[config.mk]
export PLATFORM = sky130hd
export DESIGN_NAME = stepper_microstep
export DESIGN_NICKNAME = d
export VERILOG_FILES = /design/src/rtl/stepper_pkg.sv /design/src/rtl/vref_pwm_gen.sv /design/src/rtl/stepper_microstep.sv
export SDC_FILE = /design/constraint.sdc
export NUM_CORES = 1
export LEC_CHECK = 0
export CORE_MARGIN = 4
export CORE_UTILIZATION = 40
export CTS_CLUSTER_SIZE = 8
export DETAILED_ROUTE_END_ITERATION = 16
export DONT_BUFFER_PORTS = 1
export GPL_TIMING_DRIVEN = 0
export SETUP_SLACK_MARGIN = 0.5
export SYNTH_ARGS = -nofsm -noshare
export SYNTH_HDL_FRONTEND = slang
export SYNTH_SLANG_ARGS = --single-unit
[constraint.sdc]
create_clock -name clk -period 4.49 [get_ports clk]
set_clock_uncertainty 0.15 [all_clocks]
set_input_delay 0.898 -clock clk [delete_from_list [all_inputs] [get_ports clk]]
set_output_delay 0.898 -clock clk [all_outputs]
set_load 0.02 [all_outputs]
[src/rtl/stepper_pkg.sv]
// stepper_pkg: shared types and constants for the microstepping stepper driver.
//   step_mode_e : step sequencing mode as presented on the step_mode input
//   state_e     : driver state (DISABLED / RUN / HOLD)
//   coil_e      : signed coil polarity
//   PHASE_TABLE : 8-entry phase index -> (coil A, coil B) polarity table
//   coil_drive  : polarity -> {IN1, IN2} H-bridge encoding
package stepper_pkg;

  typedef enum logic [1:0] {
    MODE_FULL     = 2'b00,
    MODE_HALF     = 2'b01,
    MODE_WAVE     = 2'b10,
    MODE_HALF_ALT = 2'b11
  } step_mode_e;

  typedef enum logic [1:0] {
    ST_DISABLED = 2'd0,
    ST_RUN      = 2'd1,
    ST_HOLD     = 2'd2
  } state_e;

  typedef enum logic [1:0] {
    COIL_ZERO = 2'd0,
    COIL_POS  = 2'd1,
    COIL_NEG  = 2'd2
  } coil_e;

  typedef struct packed {
    coil_e a;
    coil_e b;
  } phase_t;

  // Half-step electrical cycle. Odd indices energise both coils (full-step
  // positions), even indices energise one coil (wave positions).
  localparam phase_t PHASE_TABLE [0:7] = '{
    '{a: COIL_ZERO, b: COIL_NEG },
    '{a: COIL_POS,  b: COIL_NEG },
    '{a: COIL_POS,  b: COIL_ZERO},
    '{a: COIL_POS,  b: COIL_POS },
    '{a: COIL_ZERO, b: COIL_POS },
    '{a: COIL_NEG,  b: COIL_POS },
    '{a: COIL_NEG,  b: COIL_ZERO},
    '{a: COIL_NEG,  b: COIL_NEG }
  };

  // Returns {IN1, IN2}: + drives IN1, - drives IN2, 0 leaves both low.
  function automatic logic [1:0] coil_drive(input coil_e c);
    logic [1:0] r;
    r = 2'b00;
    case (c)
      COIL_POS: r = 2'b10;
      COIL_NEG: r = 2'b01;
      default:  r = 2'b00;
    endcase
    return r;
  endfunction

endpackage

[src/rtl/vref_pwm_gen.sv]
// vref_pwm_gen: free-running PWM for the bridge current reference.
//   clk, rst : clock and synchronous active-high reset
//   level    : duty in counts out of 2^PWM_W (0 = constantly low)
//   pwm      : registered, high while counter < level
module vref_pwm_gen #(
  parameter int PWM_W = 8
) (
  input  logic             clk,
  input  logic             rst,
  input  logic [PWM_W-1:0] level,
  output logic             pwm
);

  logic [PWM_W-1:0] cnt;

  always_ff @(posedge clk) begin
    if (rst) begin
      cnt <= '0;
      pwm <= 1'b0;
    end else begin
      cnt <= cnt + PWM_W'(1);
      pwm <= (cnt < level);
    end
  end

endmodule

[src/rtl/stepper_microstep.sv]
// stepper_microstep: two-coil bipolar stepper driver with full / half / wave
// sequencing, run/hold current reduction and an optional position counter.
//   clk, rst              : clock, synchronous active-high reset
//   rotate_pulse          : asynchronous step request (rising edge = one step)
//   direction             : 1 forward (index +), 0 reverse
//   module_enable         : driver enable
//   step_mode             : 00 full, 01 half, 10 wave, 11 half
//   vref_level/hold_level : run / hold current duty
//   INA1..INB2            : registered H-bridge inputs
//   STANBY                : bridge standby (low = sleep)
//   VREF_PWM              : current reference PWM
//   position              : signed half-step position (0 unless STEPPER_POSITION_EN)
//   step_ack              : one-cycle pulse per accepted step
//   state_dbg             : current driver state
// Optional feature macro: STEPPER_POSITION_EN enables the position counter.
//
// Handshake: rotate_pulse carries no ready; each synchronised rising edge seen
// while enabled is accepted unconditionally and reported by step_ack in the
// same cycle the coil outputs change.
import stepper_pkg::*;

module stepper_microstep #(
  parameter int PWM_W       = 8,
  parameter int POS_W       = 16,
  parameter int HOLD_CYCLES = 1_000_000
) (
  input  logic             clk,
  input  logic             rst,
  input  logic             rotate_pulse,
  input  logic             direction,
  input  logic             module_enable,
  input  logic [1:0]       step_mode,
  input  logic [PWM_W-1:0] vref_level,
  input  logic [PWM_W-1:0] hold_level,
  output logic             INA1,
  output logic             INA2,
  output logic             INB1,
  output logic             INB2,
  output logic             STANBY,
  output logic             VREF_PWM,
  output logic [POS_W-1:0] position,
  output logic             step_ack,
  output state_e           state_dbg
);

  localparam int IDLE_W = (HOLD_CYCLES > 1) ? $clog2(HOLD_CYCLES) : 1;

  // Two synchroniser flops plus one history flop for edge detection.
  logic sync1, sync2, sync3;
  logic step_edge, step_accept;

  state_e           state_q, state_d;
  logic [IDLE_W-1:0] idle_q, idle_d;
  logic [2:0]       idx_q, idx_d, idx_step;
  logic [2:0]       mag;
  step_mode_e       mode;
  logic [PWM_W-1:0] level_sel;
  logic [3:0]       drive_d;

  always_ff @(posedge clk) begin
    if (rst) begin
      sync1 <= 1'b0;
      sync2 <= 1'b0;
      sync3 <= 1'b0;
    end else begin
      sync1 <= rotate_pulse;
      sync2 <= sync1;
      sync3 <= sync2;
    end
  end

  assign step_edge   = sync2 & ~sync3;
  assign step_accept = step_edge & module_enable & (state_q != ST_DISABLED);

  // Full mode lives on odd indices, wave on even; a step from the wrong
  // parity moves by one to realign, otherwise by two.
  always_comb begin
    mode = step_mode_e'(step_mode);
    mag  = 3'd1;
    case (mode)
      MODE_FULL: mag = idx_q[0]  ? 3'd2 : 3'd1;
      MODE_WAVE: mag = !idx_q[0] ? 3'd2 : 3'd1;
      default:   mag = 3'd1;
    endcase
    idx_step = direction ? (idx_q + mag) : (idx_q - mag);
  end

  always_comb begin
    state_d = state_q;
    idle_d  = idle_q;
    if (!module_enable) begin
      state_d = ST_DISABLED;
      idle_d  = '0;
    end else begin
      case (state_q)
        ST_DISABLED: begin
          state_d = ST_RUN;
          idle_d  = '0;
        end
        ST_RUN: begin
          if (step_accept) begin
            idle_d = '0;
          end else if (idle_q == IDLE_W'(HOLD_CYCLES - 1)) begin
            state_d = ST_HOLD;
            idle_d  = '0;
          end else begin
            idle_d = idle_q + IDLE_W'(1);
          end
        end
        ST_HOLD: begin
          idle_d = '0;
          if (step_accept) state_d = ST_RUN;
        end
        default: begin
          state_d = ST_DISABLED;
          idle_d  = '0;
        end
      endcase
    end
  end

  always_comb begin
    idx_d   = step_accept ? idx_step : idx_q;
    drive_d = 4'b0000;
    if (state_d != ST_DISABLED) begin
      drive_d = {coil_drive(PHASE_TABLE[idx_d].a), coil_drive(PHASE_TABLE[idx_d].b)};
    end
  end

  always_ff @(posedge clk) begin
    if (rst) begin
      state_q  <= ST_DISABLED;
      idle_q   <= '0;
      idx_q    <= 3'd0;
      INA1     <= 1'b0;
      INA2     <= 1'b0;
      INB1     <= 1'b0;
      INB2     <= 1'b0;
      STANBY   <= 1'b0;
      step_ack <= 1'b0;
    end else begin
      state_q  <= state_d;
      idle_q   <= idle_d;
      idx_q    <= idx_d;
      {INA1, INA2, INB1, INB2} <= drive_d;
      STANBY   <= (state_d != ST_DISABLED);
      step_ack <= step_accept;
    end
  end

  assign state_dbg = state_q;

  always_comb begin
    level_sel = '0;
    case (state_q)
      ST_RUN:  level_sel = vref_level;
      ST_HOLD: level_sel = hold_level;
      default: level_sel = '0;
    endcase
  end

  vref_pwm_gen #(.PWM_W(PWM_W)) u_vref_pwm (
    .clk   (clk),
    .rst   (rst),
    .level (level_sel),
    .pwm   (VREF_PWM)
  );

`ifdef STEPPER_POSITION_EN
  logic [POS_W-1:0] pos_q;
  logic [POS_W-1:0] pos_delta;

  // Same signed move as the phase index, in half-step units.
  assign pos_delta = direction ? POS_W'(mag) : (POS_W'(0) - POS_W'(mag));

  always_ff @(posedge clk) begin
    if (rst) begin
      pos_q <= '0;
    end else if (step_accept) begin
      pos_q <= pos_q + pos_delta;
    end
  end

  assign position = pos_q;
`else
  assign position = '0;
`endif

endmodule
# Word-level counts from Yosys, hierarchy flattened
# Memory sizes are Yosys's and may differ from the RTL's.
# Index checks and enable logic that the tools add are counted.
[totals]
reg_bits = 43
wordCells = 58
output_inout_bits = 25
romBits = 32
n_memories = 1
input_bits = 23
[op_classes]
n_lt_le_gt_ge = 2
add_sub_neg = 4
n_mux = 15
bitwise_logic = 8
n_reduce_logical = 6
n_eq_ne = 8
[memory_table]
columns = ["memory", "words", "width", "read_ports", "rd_clocked_by_memory_dff", "write_ports", "line", "source"]
rows = [
  ["(name not given)", 8, 4, 1, 0, 0, "stepper_microstep.sv:126", "drive_d = {coil_drive(PHASE_TABLE[idx_d].a), coil_drive(PHASE_TABLE[idx_d].b)};"],
]
[op_table]
columns = ["operator", "count"]
rows = [
  ["20-bit by 1-bit adder with 20-bit output (second input constant)", 1],
  ["20-bit == test (second input constant)", 1],
  ["8-bit case mux with 2 select lines", 1],
  ["2-bit two-way mux", 6],
  ["2-bit case mux with 2 select lines", 3],
  ["8-bit by 1-bit adder with 8-bit output (second input constant)", 1],
  ["2-bit == test (second input constant)", 4],
  ["8-bit < comparator", 1],
  ["4-bit two-way mux", 2],
  ["2-bit by 1-bit == test with 1-bit output (second input constant)", 3],
  ["3-bit two-way mux", 2],
  ["2-bit case mux with 3 select lines", 1],
  ["5-bit OR reduction", 1],
  ["4-bit >= comparator (second input constant)", 1],
  ["2-bit zero test", 2],
  ["1-bit NOT", 4],
  ["3-bit NOT with 4-bit output", 1],
  ["2-bit nonzero test", 2],
  ["3-bit adder", 1],
  ["1-bit bitwise AND", 3],
  ["3-bit subtractor", 1],
  ["2-bit OR reduction", 1],
]

# Longest topological paths before layout
[logic_depth]
word_depth = 11
ltp_mapped = 11
mapped_depth_nobuf = 11

# Hierarchy
# Synthesis repeated with hierarchy kept, for this count alone.
[unflattened]
cells_unflattened = 261
area_unflattened_um2 = 2374.8
[by_module_without_submodules]
columns = ["mod", "n_inst", "area_per_inst_um2", "cells_each", "seq_area_each_um2"]
rows = [
  ["stepper_microstep", 1, 1875.5, 205, 680.7],
  ["vref_pwm_gen", 1, 499.2, 56, 180.2],
]

# Least setup slack after synthesis
# No wires, ideal clock.
[synth_path]
kind = "input -> register"
start = "input port step_mode[1]"
end = "register INB1"
path_stages = 11
setup_time_ps = 133
path_slack_ps = 1063
arrival_time_ps = 3143
cell_sequence = "xnor2_1 > nor2_1 > inv_1 > ha_1 > mux2_2 > fa_1 > or3_1 > a21oi_1 > xnor2_1 > mux2i_1 > a21oi_1"
[synth_between]
elab_chain_len = 11
elab_cells_between_ends = 14
cone_classes = "add/sub (2); eq/ne (3); mux (6); bitwise (1); reduce/logical (1); memory (1)"
[synth_rtl]
columns = ["element", "line", "source"]
rows = [
  ["start, declared", "stepper_microstep.sv:32", "input logic [1:0] step_mode,"],
  ["2-bit == test / 2-bit zero test (equally long branches)", "stepper_microstep.sv:80", "case (mode)"],
  ["2-bit case mux with 2 select lines (*)", "stepper_microstep.sv:80", ""],
  ["3-bit subtractor / 3-bit adder (equally long branches)", "stepper_microstep.sv:85", "idx_step = direction ? (idx_q + mag) : (idx_q - mag);"],
  ["3-bit two-way mux (*)", "stepper_microstep.sv:85", ""],
  ["3-bit two-way mux (*)", "stepper_microstep.sv:123", "idx_d = step_accept ? idx_step : idx_q;"],
  ["3-bit NOT with 4-bit output (implied by the code) (*)", "stepper_microstep.sv:126", ""],
  ["memory 8 x 4 bit (*)", "--", ""],
  ["4-bit two-way mux (implied by the code) (*) (2 in series)", "stepper_microstep.sv:126", ""],
  ["2-bit == test / 2-bit by 1-bit == test with 1-bit output (equally long branches)", "stepper_pkg.sv:50", "case (c)"],
  ["2-bit case mux with 2 select lines (*)", "stepper_pkg.sv:50", ""],
  ["end signal, assigned", "stepper_microstep.sv:145", "{INA1, INA2, INB1, INB2} <= drive_d;"],
  ["end, declared", "stepper_microstep.sv:37", "output logic INB1,"],
]
# Mark *: on every way between the ends. The rest lies on a longest branch, timed or not. The select of a mux whose other input is x is not followed.
# A chain may end at the register's enable or synchronous reset.

# Worst setup path in the final report
# Same ends and word-level chain as after synthesis.

==> results by group <==
Route
  – DRC errors left: 0
  – 1st-pass router iterations: 4
  – Wire per inst: 12.00 um
  – Routed Antenna Nets: 0
  – Met1 WL: 1965 um
  – Met2 WL: 1984 um
  – Wire length on met3: 229 um
  – DR iter-0 viols: 45
  – Total Routed Length: 4201 um
  – DR top layer: met4
  – Drt via density: ~4.8
  – DR vias: 1,683

Flow run
  – MaxCap Viol Count: 0

Timing
  – Clock period minus worst slack: 3304 ps
  – Final setup fails: 0
  – Max Clk Rate: ~300 MHz
  – TNS Setup: 0 ps
  – Final worst path period share: 73.58%
  – Hold slack: 290.3 ps
  – Relative slew slack: 58.69%
  – Slew Limit Fails: 0
  – RSZ-0062 raised after global routing: no
  – Worst Max-Slew Pin Slew: 614.0 ps
  – Hold Vio Cnt, Final: 0

Worst setup path
  – Worst Path Max Fanout: 5
  – Crit-path leading delay family: adder cells
  – Worst path slowest cell: fa_1
  – Critical path data arrival time: 3320 ps
  – CP Cell Sequence: xnor2_1 > nor2_1 > inv_1 > ha_1 > mux2_2 > fa_1 > or3_1 > a21oi_1 > xnor2_1 > mux2i_1 > a21oi_1
  – Worst r2r path cells: 11
  – Critical Path RT: 4500 ps
  – Crit. End Element: flop
  – Crit path kind: in2reg
  – Crit-path max cell delay: 410 ps
  – CP Launch Type: input port
  – Buffers & Inverters on Critical Path: 1
  – Critical path depth: 11

Power and ir drop
  – Leakage Power: 0.001017 uW
  – Power, Total: 756.5 uW
  – Maximum vdd drop: 135.2 uV
  – Power Dens Cells: 301.1 nW/um2

Outcome
  – Outcome: finished, final reports clean

Floorplan
  – Core Rows: 27
  – Ports: 48
  – Die W: 83.06 um
  – Die height: 83.06 um
  – Core Footprint: 5473 um2
  – Die ar.: 6898 um2
  – Starting Density: between 40% and 50%

GRT
  – Vias in the first global route: 1,568
  – Grt total ovfl: 0
  – Total GRT Usage: 12.72%
  – Initial antenna violation count: 0
  – First-pass GRT wire length: 7348 um
  – Largest net degree at the start of global routing: 15

Yosys
  – Asr flop ratio synth: 0%
  – Number of synthesized register bits: 43
  – Sequential area share after synthesis: between 30% and 40%
  – Main flop type after synthesis: dfxtp_1
  – Mapped cell area: 2253 um2
  – Yosys warns: 0
  – EDFF count, synth: 0
  – Netlist cell types: 41
  – Mapped Cells: about 260
  – Syn avg cell area: between 8 and 9 um2

CTS
  – TritonCTS clock tree: yes
  – H-tree depth: 2
  – PostCTS Resize Cnt: 0
  – Postcts setup bufs: 0
  – Worst-Skew Late Latency: 290 ps
  – CTS sink cnt: 43
  – Longest Clk Path Bufs: 2
  – Clock transition at the registers of the reported paths: about 80 ps
  – CTS Buf Count: 5
  – Clock Root Buffer: clkbuf_8
  – Hold Buf Count CTS: 0

Place
  – # port buffers: 0
  – Routability congestion estimate: 0.7702
  – Detail Placement HPWL: 3242 um
  – Cell Area, Placed: ~2400 um2

Finish
  – Antenna fix cells: 0
  – Layout cells sized above 1: 11.51%
  – # nets final: 315
  – Commonest non-fill, non-tap cell in the layout: dfxtp_1
  – Final core occ: 45.91%
  – Area grow syn2layout: 11.49%
  – Cell area after layout: between 2000 and 3000 um2
  – Commonest cells after routing, fill and taps aside: dfxtp_1, nor2_1, nand2_1

Min path
  – Min-Delay Path Class: reg2reg
  – WHS Path Cells: 1
## stage by stage
step,setup WS (ps),cells
CTS,1201,350
finish,1186,350
detailed placement,902.1,342
floorplan,1063,270
global route,977.7,350
global placement,900.3,342
## worst paths after layout
check                             startpoint    end  slack, ps
worst max register to register      idx_q[0]   INB1       1430
worst max-delay path            step_mode[1]   INB1       1190
worst min-delay path                   sync1  sync2        290
worst min register to register         sync1  sync2        290
## metal layers
metal / track usage, % / vias up
li1: - / 880
met2: 21.06 / 37
met1: 15.59 / 764
met3: 4.464 / 2
met4: 3.566 / 0
met5: 0 / -
## cell families (layout without fill, tap and decap cells)
family / after synthesis / count (layout) / synth area share, %
buf+inv: 32 / 40 / 8.162
fa+ha+maj: 15 / 15 / 8.662
xor+xnor: 26 / 26 / 10.11
compound gates: 29 / 29 / 9.273
simple gates: 105 / 105 / 23.60
flops: 43 / 43 / 38.20
other cells: 1 / 16 / 0.1664
mux: 4 / 4 / 1.832
## report_power, final
part / internal [uW] / total, uW / leakage (uW) / switching, uW
logic: 25.5 / 58.2 / 0.000611 / 32.7
clock network: 166 / 303 / 0.0000581 / 137
registers: 388 / 396 / 0.000348 / 7.85
total: 579 / 757 / 0.00102 / 178
## layout make-up
class / count / area, um2
fill: 576 / 2960
multi-input combinational: 195 / 1265
sequential: 43 / 860.8
buffer: 23 / 150.1
tap: 72 / 90.09
clock buffer: 5 / 68.82
clock inverter: 3 / 43.79
inverter: 9 / 33.78
## synth_stat cells (all sizes together), types with 2 or more instances
cell / count / area share, %
nor4: 2 / 1.2
mux2i: 3 / 1.3
xor2: 14 / 5.4
nand4: 6 / 1.7
nor2b: 7 / 1.9
o21ai: 7 / 1.6
dfxtp: 43 / 38
a22o: 7 / 2.7
buf: 19 / 6.0
inv: 9 / 1.5
and3: 6 / 1.7
nand2: 18 / 3.0
nand3: 13 / 2.9
and4: 2 / 0.78
xnor2: 12 / 4.7
nor2: 39 / 6.5
clkbuf: 4 / 0.67
ha: 14 / 7.8
nor3: 5 / 1.1
a21oi: 7 / 1.6
## registers in the layout (all words and copies together), names as in the netlist
register and cells:
idle_q 20, STANBY 1, sync1 1, INB2 1
idx_q 3, state_dbg 2, INA2 1, u_vref_pwm.cnt 8
INA1 1, sync3 1, INB1 1, step_ack 1
u_vref_pwm.pwm 1, sync2 1
(Power assumes the default switching activity.)
